## src/rtl/lcd_spi_arbiter_if.sv

```systemverilog
// Byte-stream requester link into lcd_spi_arbiter.
//   valid : requester has a byte for the panel
//   ready : byte accepted this cycle when valid is also high
//   data  : byte to send, shifted out MSB first
//   dc    : DC level for the byte (0 = command, 1 = data)
//   last  : byte ends the requester's packet
// master = requester side, slave = arbiter side.
interface lcd_spi_arbiter_if;
    logic       valid;
    logic       ready;
    logic [7:0] data;
    logic       dc;
    logic       last;

    modport master (output valid, output data, output dc, output last, input ready);
    modport slave  (input valid, input data, input dc, input last, output ready);
endinterface

```

## src/rtl/lcd_spi_arbiter.sv

```systemverilog
// Round-robin arbiter and SPI mode-0 serializer for the ST7789 link.
// Two requesters (r0 = CPU MMIO, r1 = framebuffer refresh) share one SDA/SCL/DC link.
// A grant stays with one requester until it sends a byte flagged last, so a command
// and its parameters are never split by the other requester.
// Ports:
//   clk_i   : clock
//   rst_i   : synchronous active-high reset; aborts any byte in flight
//   r0, r1  : requester byte streams (slave side of lcd_spi_arbiter_if)
//   sda_o   : SPI data, MSB first, changes only while scl_o is low
//   scl_o   : SPI clock, idles low, half-period CLK_DIV cycles
//   dc_o    : data/command level of the byte being shifted
//   busy_o  : a byte is shifting
//   grant_o : one-hot owner of the most recently accepted byte
module lcd_spi_arbiter #(
    parameter int unsigned CLK_DIV = 2
) (
    input  logic               clk_i,
    input  logic               rst_i,
    lcd_spi_arbiter_if.slave   r0,
    lcd_spi_arbiter_if.slave   r1,
    output logic               sda_o,
    output logic               scl_o,
    output logic               dc_o,
    output logic               busy_o,
    output logic [1:0]         grant_o
);

    localparam logic [7:0] DivMax = 8'(CLK_DIV - 1);

    typedef enum logic [0:0] {StIdle, StShift} state_e;

    state_e     state_q;
    logic       lock_q;
    logic       owner_q;   // locked requester index
    logic       rr_q;      // preferred requester when both are valid
    logic [7:0] div_cnt_q;
    logic [2:0] bit_cnt_q; // falling edges seen in the current byte
    logic [7:0] shift_q;
    logic       sda_q;
    logic       scl_q;
    logic       dc_q;
    logic [1:0] grant_q;

    logic gnt0, gnt1;
    logic acc0, acc1;
    logic [7:0] sel_data;
    logic       sel_dc;
    logic       sel_last;

    // Grant decision; only meaningful while idle.
    always_comb begin
        gnt0 = 1'b0;
        gnt1 = 1'b0;
        if (lock_q) begin
            gnt0 = !owner_q && r0.valid;
            gnt1 = owner_q && r1.valid;
        end else if (r0.valid && !r1.valid) begin
            gnt0 = 1'b1;
        end else if (r1.valid && !r0.valid) begin
            gnt1 = 1'b1;
        end else if (r0.valid && r1.valid) begin
            gnt0 = !rr_q;
            gnt1 = rr_q;
        end
    end

    assign r0.ready = !rst_i && (state_q == StIdle) && gnt0;
    assign r1.ready = !rst_i && (state_q == StIdle) && gnt1;

    assign acc0 = r0.valid && r0.ready;
    assign acc1 = r1.valid && r1.ready;

    assign sel_data = acc1 ? r1.data : r0.data;
    assign sel_dc   = acc1 ? r1.dc   : r0.dc;
    assign sel_last = acc1 ? r1.last : r0.last;

    always_ff @(posedge clk_i) begin
        if (rst_i) begin
            state_q   <= StIdle;
            lock_q    <= 1'b0;
            owner_q   <= 1'b0;
            rr_q      <= 1'b0;
            div_cnt_q <= 8'd0;
            bit_cnt_q <= 3'd0;
            shift_q   <= 8'd0;
            sda_q     <= 1'b0;
            scl_q     <= 1'b0;
            dc_q      <= 1'b0;
            grant_q   <= 2'b00;
        end else begin
            unique case (state_q)
                StIdle: begin
                    if (acc0 || acc1) begin
                        shift_q   <= sel_data;
                        sda_q     <= sel_data[7];
                        dc_q      <= sel_dc;
                        scl_q     <= 1'b0;
                        grant_q   <= acc1 ? 2'b10 : 2'b01;
                        div_cnt_q <= 8'd0;
                        bit_cnt_q <= 3'd0;
                        state_q   <= StShift;
                        if (!sel_last) begin
                            lock_q  <= 1'b1;
                            owner_q <= acc1;
                        end else begin
                            lock_q <= 1'b0;
                            rr_q   <= !acc1;
                        end
                    end
                end
                StShift: begin
                    if (div_cnt_q == DivMax) begin
                        div_cnt_q <= 8'd0;
                        scl_q     <= !scl_q;
                        if (scl_q) begin
                            // Falling edge: present the next bit, or finish after the 8th.
                            bit_cnt_q <= bit_cnt_q + 3'd1;
                            if (bit_cnt_q == 3'd7) begin
                                state_q <= StIdle;
                            end else begin
                                shift_q <= {shift_q[6:0], 1'b0};
                                sda_q   <= shift_q[6];
                            end
                        end
                    end else begin
                        div_cnt_q <= div_cnt_q + 8'd1;
                    end
                end
                default: state_q <= StIdle;
            endcase
        end
    end

    assign sda_o   = sda_q;
    assign scl_o   = scl_q;
    assign dc_o    = dc_q;
    assign busy_o  = (state_q == StShift);
    assign grant_o = grant_q;

endmodule

```

## src/flat_wrapper.sv

```systemverilog
// flat-port wrapper written by rule: the top's interface ports become plain ports
module lcd_spi_arbiter_flat 
#(
    parameter int unsigned CLK_DIV = 2
)
  (clk_i, rst_i, sda_o, scl_o, dc_o, busy_o, grant_o, r0_valid, r0_data, r0_dc, r0_last, r0_ready, r1_valid, r1_data, r1_dc, r1_last, r1_ready);
  lcd_spi_arbiter_if r0_i ();
  lcd_spi_arbiter_if r1_i ();
  input  logic clk_i;
  input  logic rst_i;
  output logic sda_o;
  output logic scl_o;
  output logic dc_o;
  output logic busy_o;
  output logic [1:0] grant_o;
  input wire logic [$bits(r0_i.valid)-1:0] r0_valid;
  input wire logic [$bits(r0_i.data)-1:0] r0_data;
  input wire logic [$bits(r0_i.dc)-1:0] r0_dc;
  input wire logic [$bits(r0_i.last)-1:0] r0_last;
  output wire logic [$bits(r0_i.ready)-1:0] r0_ready;
  input wire logic [$bits(r1_i.valid)-1:0] r1_valid;
  input wire logic [$bits(r1_i.data)-1:0] r1_data;
  input wire logic [$bits(r1_i.dc)-1:0] r1_dc;
  input wire logic [$bits(r1_i.last)-1:0] r1_last;
  output wire logic [$bits(r1_i.ready)-1:0] r1_ready;
  assign r0_i.valid = r0_valid;
  assign r0_i.data = r0_data;
  assign r0_i.dc = r0_dc;
  assign r0_i.last = r0_last;
  assign r0_ready = r0_i.ready;
  assign r1_i.valid = r1_valid;
  assign r1_i.data = r1_data;
  assign r1_i.dc = r1_dc;
  assign r1_i.last = r1_last;
  assign r1_ready = r1_i.ready;
  lcd_spi_arbiter #(.CLK_DIV(CLK_DIV)) u_core (.clk_i(clk_i), .rst_i(rst_i), .r0(r0_i), .r1(r1_i), .sda_o(sda_o), .scl_o(scl_o), .dc_o(dc_o), .busy_o(busy_o), .grant_o(grant_o));
endmodule
```

## config.mk

```make
export PLATFORM = sky130hd
export DESIGN_NAME = lcd_spi_arbiter_flat
export DESIGN_NICKNAME = d
export VERILOG_FILES = /design/src/rtl/lcd_spi_arbiter_if.sv /design/src/rtl/lcd_spi_arbiter.sv /design/src/flat_wrapper.sv
export SDC_FILE = /design/constraint.sdc
export NUM_CORES = 1
export LEC_CHECK = 0
export ABC_AREA = 1
export CORE_ASPECT_RATIO = 1.25
export CORE_MARGIN = 8
export CORE_UTILIZATION = 45
export CTS_CLUSTER_DIAMETER = 100
export DETAILED_ROUTE_END_ITERATION = 10
export GPL_TIMING_DRIVEN = 0
export PLACE_DENSITY = 0.81
export SLEW_MARGIN = 20
export SYNTH_ARGS = -nofsm -noshare
export SYNTH_HDL_FRONTEND = slang
export SYNTH_SLANG_ARGS = --single-unit
```

## constraint.sdc

```tcl
create_clock -name clk_i -period 3.2 [get_ports clk_i]
set_clock_uncertainty 0.1 [all_clocks]
set_input_delay 0.64 -clock clk_i [delete_from_list [all_inputs] [get_ports clk_i]]
set_output_delay 0.64 -clock clk_i [all_outputs]
set_load 0.03 [all_outputs]
```

======== Word-level counts from Yosys, hierarchy flattened ========
Index checks and enable logic that the tools add are counted.
word-level totals
  flip-flop bits (word level) ............. 27
  latch bits .............................. 0
  RAM bits ................................ 0
  bits in read-only memories .............. 0
  input port bits ......................... 24
  output and inout bits ................... 8
  logic and storage cells ................. 83
  memories kept ........................... 0
cells by class
  $add $sub $neg .......................... 2
  multiply operators ...................... 0
  divide/modulo/power cells ............... 0
  order comparisons ....................... 0
  equality and inequality tests ........... 6
  shift-type cells ........................ 0
  muxes and demuxes ....................... 38
  bitwise operators ....................... 2
  reduce and logical (&&, ||, !) cells .... 24
operators with widths
  operator                                       number
  two-way mux 7 bit                              4
  two-way mux 8 bit                              3
  two-way mux 1 bit                              21
  one-hot mux 8 bit (2 select lines)             1
  one-hot mux 7 bit (2 select lines)             1
  logical AND 1 bit                              10
  two-way mux 3 bit                              3
  AND reduction 3 bit                            3
  adder 8 x 1 -> 8 bit, second input constant    1
  == test 8 x 1 -> 1 bit, second input constant  1
  inequality test 2 bit, second input constant   4
  logical NOT 1 bit                              7
  one-hot mux 1 bit (2 select lines)             3
  one-hot mux 3 bit (2 select lines)             1
  AND reduction 2 bit                            2
  AND reduction 4 bit                            1
  adder 3 x 1 -> 3 bit, second input constant    1
  == test 3 bit, second input constant           1
  two-way mux 2 bit                              1
  inverter 1 bit                                 2
  logical OR 1 bit                               1

======== Depth between registers and ports, before layout ========
Gate-level depths: netlist of the first run.
  word-level depth ........................ 10
  depth in mapped cells ................... 11
  gate-level depth less buffers ........... 11

======== Worst setup path before layout of the first run ========
Ideal clock, no wire load.
  path kind ............................... input-to-output
  from .................................... in rst_i
  to ...................................... out r0_ready
  arrival ................................. 1.257 ns
  data required time ...................... 2.460 ns
  setup slack ............................. 1.203 ns
  stages on the path ...................... 5
  path buffers ............................ 0
  path through ............................ nor2_4 nand2_2 nor2_2 nand2_2 inv_1
between the ends
  longest elaborated chain between the ends .. 3
ends and longest elaborated chain
  element                          RTL line               source
  start, declared                  flat_wrapper.sv:10     input logic rst_i;
  logical NOT 1 bit                lcd_spi_arbiter.sv:67  assign r0.ready = !rst_i && (state_q == StIdle) && gnt0;
  logical AND 1 bit (2 in series)  lcd_spi_arbiter.sv:67
  end, declared                    flat_wrapper.sv:20     output wire logic [$bits(r0_i.ready)-1:0] r0_ready;
No other way between the ends.

======== Final worst setup path of the first run ========
Ends and elaborated chain as after synthesis.

==> results.py, run 1 <==
metrics = {
    "worst_setup_path": {
        "startpoint": "rst_i",
        "reg2reg_to": "u_core.owner_q$_SDFFE_PP0P_",
        "startpoint_type": "input port",
        "worstReg2RegStart": "u_core.busy_o$_SDFF_PP0_",
        "crit_type": "in2out",
        "crit_end": "r0_ready",
        "worstSetupEndpointType": "output port",
        "rrSetupSlack_ps": 1500,
        "cp_common_cell": "nand2_2",
        "slowest_stage": "clkdlybuf4s50_1",
        "cp.arrival_ps": 2270,
        "reg2regPathDepth": 8,
        "crit_chain": "clkdlybuf4s50_1 -> nor2_4 -> nand2_2 -> nor2_2 -> nand2_2 -> inv_1 -> dlygate4sd2_1",
        "crit_fanout": 8,
        "crit_required_ps": 2460,
        "slowest_delay_ps": 540,
    },
    "drt": {
        "drt_iter0_drc": 62,
        "avgRoutedWirePerCell_um": 11.5,
        "viasPerCell": 4.92,
        "drc": 0,
        "drt-total-wl_um": 3730,
        "first_pass_iters": 4,
        "final_antenna_net_count": 0,
        "vias": 1590,
    },
    "placement": {
        "dpl_cell_area_mm2": 0.00194,
        "gp_congestion": 0.771,
        "place_worst_setup_slack_ps": -72.3,
        "place_inst": 319,
        "numPortBuffers": 31,
        "hpwl_um": 2890,
    },
    "pwr": {
        "leakagePower_nw": 0.916,
        "internal_power_mw": 0.564,
        "power_frac_comb_pct": 31.3,
        "total_power_mw": 0.846,
        "p_seq_share_pct": 45.8,
        "switching_share_pct": 33.3,
        "ir_worst_vdd_mv": 0.250,
        "powerDensity_mw_per_mm2": 427,
        "clockPowerShare_pct": 22.9,
        "switching_power_mw": 0.282,
    },
    "logic_synthesis": {
        "seq_area_frac_synth_pct": 34.2,
        "synth-simple-area-share_pct": 42.0,
        "synth.area.mux_share_pct": 0,
        "synth_top_family_by_area": "simple AND/OR/NAND/NOR gates",
        "synthCells": 249,
        "postSynthAreaPerCell_um2": 6.35,
        "synth_cell_types": 22,
        "synthAdderAreaFrac_pct": 3.16,
        "synth_area_mm2": 0.00158,
        "synth_fp_nets": 277,
        "ys_seq_elements": 27,
        "synth_xor_xnor_area_share_pct": 0.554,
        "yosysWarnings": 0,
        "synth_compound_area_share_pct": 9.26,
    },
    "floorplanning": {
        "die_h_um": 82.3,
        "io_pins": 32,
        "die-area_mm2": 0.00568,
        "die_width_um": 69.0,
        "fp.coreArea_mm2": 0.00342,
        "start_util_pct": 46.2,
        "rows": 24,
    },
    "outcome": {
        "status": "completed",
    },
    "sta": {
        "setup_ws_ps": 192,
        "drv_slew": 0,
        "slew_headroom_pct": 69.6,
        "finalCritPeriodShare_pct": 94.0,
        "finalSetupViolations": 0,
        "grt_setup_unrepaired": "no",
        "period_minus_slack_ps": 3010,
        "max_freq_ghz": 0.332,
        "worst_slew_pin_slew_ps": 456,
        "final-hold-violation-count": 0,
    },
    "grt": {
        "grt_overflow": 0,
        "grt_pass1_vias": 1555,
        "grt_start_max_net_pins": 15,
        "antenna_found_initial": 0,
        "grt_pass1_wl_um": 6360,
        "track_usage_pct": 13.0,
    },
    "cts": {
        "post_cts_buffers": 0,
        "cts.path.max_buffers": 2,
        "worstSkewPairLatency_ps": 270,
        "cts_sinks": 27,
        "cts.clk_slew.worst_paths_ps": 90,
        "cts_tree": "yes",
        "htree_num_levels": 1,
        "cts_buffers": 3,
        "clockRootBuffer": "clkbuf_8",
    },
    "layout": {
        "final_cell_mix": "nand2_1 (79), inv_1 (34), nor2_1 (30), clkdlybuf4s50_1 (29), dfxtp_1 (27)",
        "final_common_cell": "nand2_1",
        "fill_cells": 348,
        "syn_to_final_growth_pct": 25.4,
        "final_area_mm2": 0.00198,
        "fin_cells": 323,
        "n_antenna_cell": 0,
        "drive_gt1_share_pct": 7.04,
        "final_nets": 313,
    },
    "flow_run": {
        "cap_violations": 0,
    },
    "min_path": {
        "min_path_type": "reg2reg",
    },
}
-- layout make-up --
| class | count | area (µm²) | share of cell area (%) |
|---|---|---|---|
| Buffer | 7 | 43.8 | 2.21 |
| Clock buffer | 4 | 45.0 | 2.27 |
| Inverter | 34 | 128 | 6.44 |
| Multi-Input combinational cell | 181 | 870 | 43.8 |
| Sequential cell | 27 | 541 | 27.3 |
| Tap cell | 39 | 48.8 | 2.46 |
| Timing Repair Buffer | 31 | 308 | 15.5 |
-- flip-flops by register name (all words and copies together) (netlist names) --
signal,cells
u_core.scl_o,1
u_core.rr_q,1
u_core.dc_o,1
u_core.busy_o,1
u_core.owner_q,1
u_core.grant_o,2
u_core.lock_q,1
u_core.div_cnt_q,8
u_core.shift_q,7
u_core.sda_o,1
u_core.bit_cnt_q,3
-- how the worst min path moves through the flow --
stage | startpoint | end | depth (start not counted)
4_1_cts | u_core.div_cnt_q[3]$_SDFFE_PP0P_ | u_core.div_cnt_q[3]$_SDFFE_PP0P_ | 2
3_3_place_gp | u_core.div_cnt_q[3]$_SDFFE_PP0P_ | u_core.div_cnt_q[3]$_SDFFE_PP0P_ | 2
3_5_place_dp | u_core.div_cnt_q[3]$_SDFFE_PP0P_ | u_core.div_cnt_q[3]$_SDFFE_PP0P_ | 2
2_1_floorplan | u_core.div_cnt_q[3]$_SDFFE_PP0P_ | u_core.div_cnt_q[3]$_SDFFE_PP0P_ | 2
5_1_grt | u_core.div_cnt_q[4]$_SDFFE_PP0P_ | u_core.div_cnt_q[4]$_SDFFE_PP0P_ | 2
6_report | u_core.div_cnt_q[3]$_SDFFE_PP0P_ | u_core.div_cnt_q[3]$_SDFFE_PP0P_ | 2
-- repair_timing --
action                                  CTS  global route
hold buffers                              0             0
endpoints found under the setup margin    2             0
resized for setup                         2             0
-- through the flow --
| stage | TNS, ps | util (%) | hold slack (ps) |
|---|---|---|---|
| CTS | 0 | 57.9 | 366 |
| finish | 0 | 57.9 | 366 |
| global placement | -74.9 | 56.7 | 348 |
| detailed placement | -118 | 56.7 | 351 |
| floorplan | 0 | - | 339 |
| global route | 0 | 57.9 | 405 |
-- cells by family after synthesis --
family	after synthesis
XOR/XNOR	1
AO/OA/AOI/OAI	27
adder cells (fa/ha/maj)	4
flip-flops	27
AND/OR/NAND/NOR	149
buffers and inverters	41
-- synth_stat cells --
cell type   n  area (µm²)
dfxtp_1    27         541
a21oi_4     1        16.3
ha_1        4        50.1
nand4_1     6        37.5
nand3_4     1        17.5
clkbuf_1    3        11.3
nand3_1    20         100
nor3_1      1        5.00
buf_2       2        10.0
nor2_4      3        33.8
buf_6       2        22.5
nor2_2      1        6.26
nand3_2     1        10.0
xor2_1      1        8.76
nor2_1     30         113
inv_1      34         128
a21oi_1    17        85.1
or2_2       2        12.5
nand2_1    79         297
nand3b_1    1        7.51
o21ai_0     9        45.0
nand2_2     4        25.0
-- critical path: cells and delay by family --
kind,cells,cell delay (ps)
and+or+nand+nor,4,580
buffers and inverters,3,1040
-- routing by layer --
metal  GRT usage, %  vias to the layer above  part of all wire, %
li1               -                      847                    -
met1           14.2                      702                   46
met2           24.4                       34                   47
met3           2.63                        7                  4.7
met4           5.34                        0                  2.1
met5              0                        -                    0
-- power groups by stage --
stage               Combinational [mW]  Clock [mW]  Sequential [mW]
detailed placement               0.267           0            0.396
global placement                 0.262           0            0.394
CTS                              0.267       0.196            0.387
floorplan                        0.165           0            0.407
finish                           0.265       0.194            0.387
global route                     0.298       0.210            0.391
Power figures use the tool's default switching activity.
==> run 2: changes to the inputs <==
CTS_BUF_LIST = sky130_fd_sc_hd__clkbuf_2   (was unset)
==> run 2 against run 1 <==
Against the previous run:
- critical endpoint unchanged
- utilization fell by 0.73 points
- design area is 1.3% lower
- sequential power about the same
- combinational power barely moved
- cell count unchanged
==> results.py, run 2 (synthesis results as in run 1) <==
metrics = {
    "worst_setup_path": {
        "slowest_delay_ps": 550,
        "crit_required_ps": 2460,
        "startpoint_type": "input port",
        "cp.arrival_ps": 2270,
        "reg2reg_to": "u_core.owner_q$_SDFFE_PP0P_",
        "worstSetupEndpointType": "output port",
        "rrSetupSlack_ps": 1490,
        "cp_common_cell": "nand2_2",
        "crit_fanout": 8,
        "critPathTopFamily": "buffers and inverters",
        "worst-path-buf-inv": 3,
        "reg2regPathDepth": 8,
        "slowest_stage": "clkdlybuf4s50_1",
        "worstReg2RegStart": "u_core.busy_o$_SDFF_PP0_",
        "crit_chain": "clkdlybuf4s50_1 -> nor2_4 -> nand2_2 -> nor2_2 -> nand2_2 -> inv_1 -> dlygate4sd2_1",
        "crit_type": "in2out",
    },
    "layout": {
        "largest_reg_flops": 8,
        "fill_cells": 355,
        "final_nets": 313,
        "multiInputGateArea_um2": 870,
        "drive_gt1_share_pct": 7.39,
        "final_core_util_pct": 57.2,
        "final_common_cell": "nand2_1",
        "ff_latch_area_um2": 541,
        "top_regs": "u_core.div_cnt_q (8), u_core.shift_q (7), u_core.bit_cnt_q (3)",
        "largest_register": "u_core.div_cnt_q",
        "syn_to_final_growth_pct": 23.8,
        "final_area_mm2": 0.00196,
        "n_antenna_cell": 0,
        "final_cell_mix": "nand2_1 (79), inv_1 (34), nor2_1 (30), clkdlybuf4s50_1 (29), dfxtp_1 (27)",
    },
    "sta": {
        "max_freq_ghz": 0.332,
        "finalSetupViolations": 0,
        "finalCritPeriodShare_pct": 94.1,
        "slew_headroom_pct": 70.1,
        "final-hold-violation-count": 0,
        "setup-tns-final_ps": 0,
        "setup_ws_ps": 188,
        "worst_slew_pin_slew_ps": 449,
        "drv_slew": 0,
        "whs_ps": 377,
        "period_minus_slack_ps": 3010,
        "grt_setup_unrepaired": "no",
    },
    "pwr": {
        "leakagePower_nw": 0.910,
        "powerDensity_mw_per_mm2": 401,
        "ir_worst_vdd_mv": 0.219,
    },
    "grt": {
        "track_usage_pct": 13.6,
        "grt_pass1_wl_um": 6480,
        "grt_pass1_vias": 1564,
        "grt_start_max_net_pins": 15,
        "antenna_found_initial": 0,
        "grt_overflow": 0,
    },
    "drt": {
        "drt-total-wl_um": 3740,
        "first_pass_iters": 4,
        "viasPerCell": 4.87,
        "drt_iter0_drc": 67,
        "vias": 1574,
        "avgRoutedWirePerCell_um": 11.6,
        "drc": 0,
        "final_antenna_net_count": 0,
    },
    "floorplanning": {
        "start_util_pct": 46.2,
        "die_width_um": 69.0,
        "rows": 24,
        "io_pins": 32,
        "die-area_mm2": 0.00568,
        "die_h_um": 82.3,
        "fp.coreArea_mm2": 0.00342,
    },
    "placement": {
        "dpl_cell_area_mm2": 0.00194,
        "place_worst_setup_slack_ps": -72.3,
        "hpwl_um": 2890,
        "gp_congestion": 0.771,
        "numPortBuffers": 31,
    },
    "cts": {
        "cts.path.max_buffers": 2,
        "cts_tree": "yes",
        "cts_buffers": 3,
        "cts.clk_slew.worst_paths_ps": 240,
        "post_cts_buffers": 0,
        "worstSkewPairLatency_ps": 360,
        "cts_sinks": 27,
        "clockRootBuffer": "clkbuf_2",
        "htree_num_levels": 1,
    },
    "min_path": {
        "whs_path_depth": 2,
        "min_to": "u_core.div_cnt_q[3]$_SDFFE_PP0P_",
        "min_path_type": "reg2reg",
        "hp-start": "u_core.div_cnt_q[3]$_SDFFE_PP0P_",
    },
    "flow_run": {
        "cap_violations": 0,
    },
    "outcome": {
        "status": "completed",
    },
}
==> run 2: cell counts in the layout (fill, tap and decap cells not counted) <==
No cell type changed its count.
==> run 2: stage by stage <==
stage	power, mW	std cells
2_1_floorplan	0.572	249
3_3_place_gp	0.656	319
3_5_place_dp	0.662	319
4_1_cts	0.795	323
5_1_grt	0.845	323
6_report	0.786	323
==> run 2: final cells by class <==
cell class | count | share of cell area, %
repair buffers | 31 | 15.7
multi-input cells | 181 | 44.4
well taps | 39 | 2.49
plain buffers | 7 | 2.24
flip-flops and latches | 27 | 27.6
inverters | 34 | 6.52
clock buffers | 4 | 1.02
==> run 2: how the worst max path moves through the flow <==
stage	start	to	slack [ps]	depth (start not counted)
5_1_grt	rst_i	r0_ready	150	7
2_1_floorplan	rst_i	r0_ready	1200	5
4_1_cts	rst_i	r0_ready	200	7
3_5_place_dp	rst_i	r0_ready	-70	7
3_3_place_gp	rst_i	r0_ready	-50	7
6_report	rst_i	r0_ready	190	7
==> run 2: what timing repair did <==
item / 4_1_cts / 5_1_grt
gates resized for setup: 2 / 0
hold buffers: 0 / 0
setup endpoints to repair: 2 / 0
==> run 2: per-layer routing <==
layer / part of all wire [%] / wire [µm] / track usage [%] / vias up
li1: - / - / - / 852
met1: 46 / 1730 / 14.0 / 682
met2: 47 / 1760 / 25.0 / 33
met3: 4.2 / 158 / 3.35 / 7
met4: 2.5 / 93 / 7.80 / 0
met5: 0 / 0 / 0 / -
==> run 2: worst register-to-register path: stages (launching register included) <==
cell     delay [ps]
dfxtp_1         420
nor2_4          260
nand2_2          80
nor2_2           90
nand2_2         130
nand2_1         220
nand3_1         130
a21oi_1         160
nor2_1           50
==> run 2: where the power goes <==
group          leakage, nW  switching [mW]  internal (mW)
clock               0.0166          0.0990         0.0330
combinational        0.673           0.158          0.107
sequential           0.221          0.0202          0.368
total                0.910           0.277          0.509
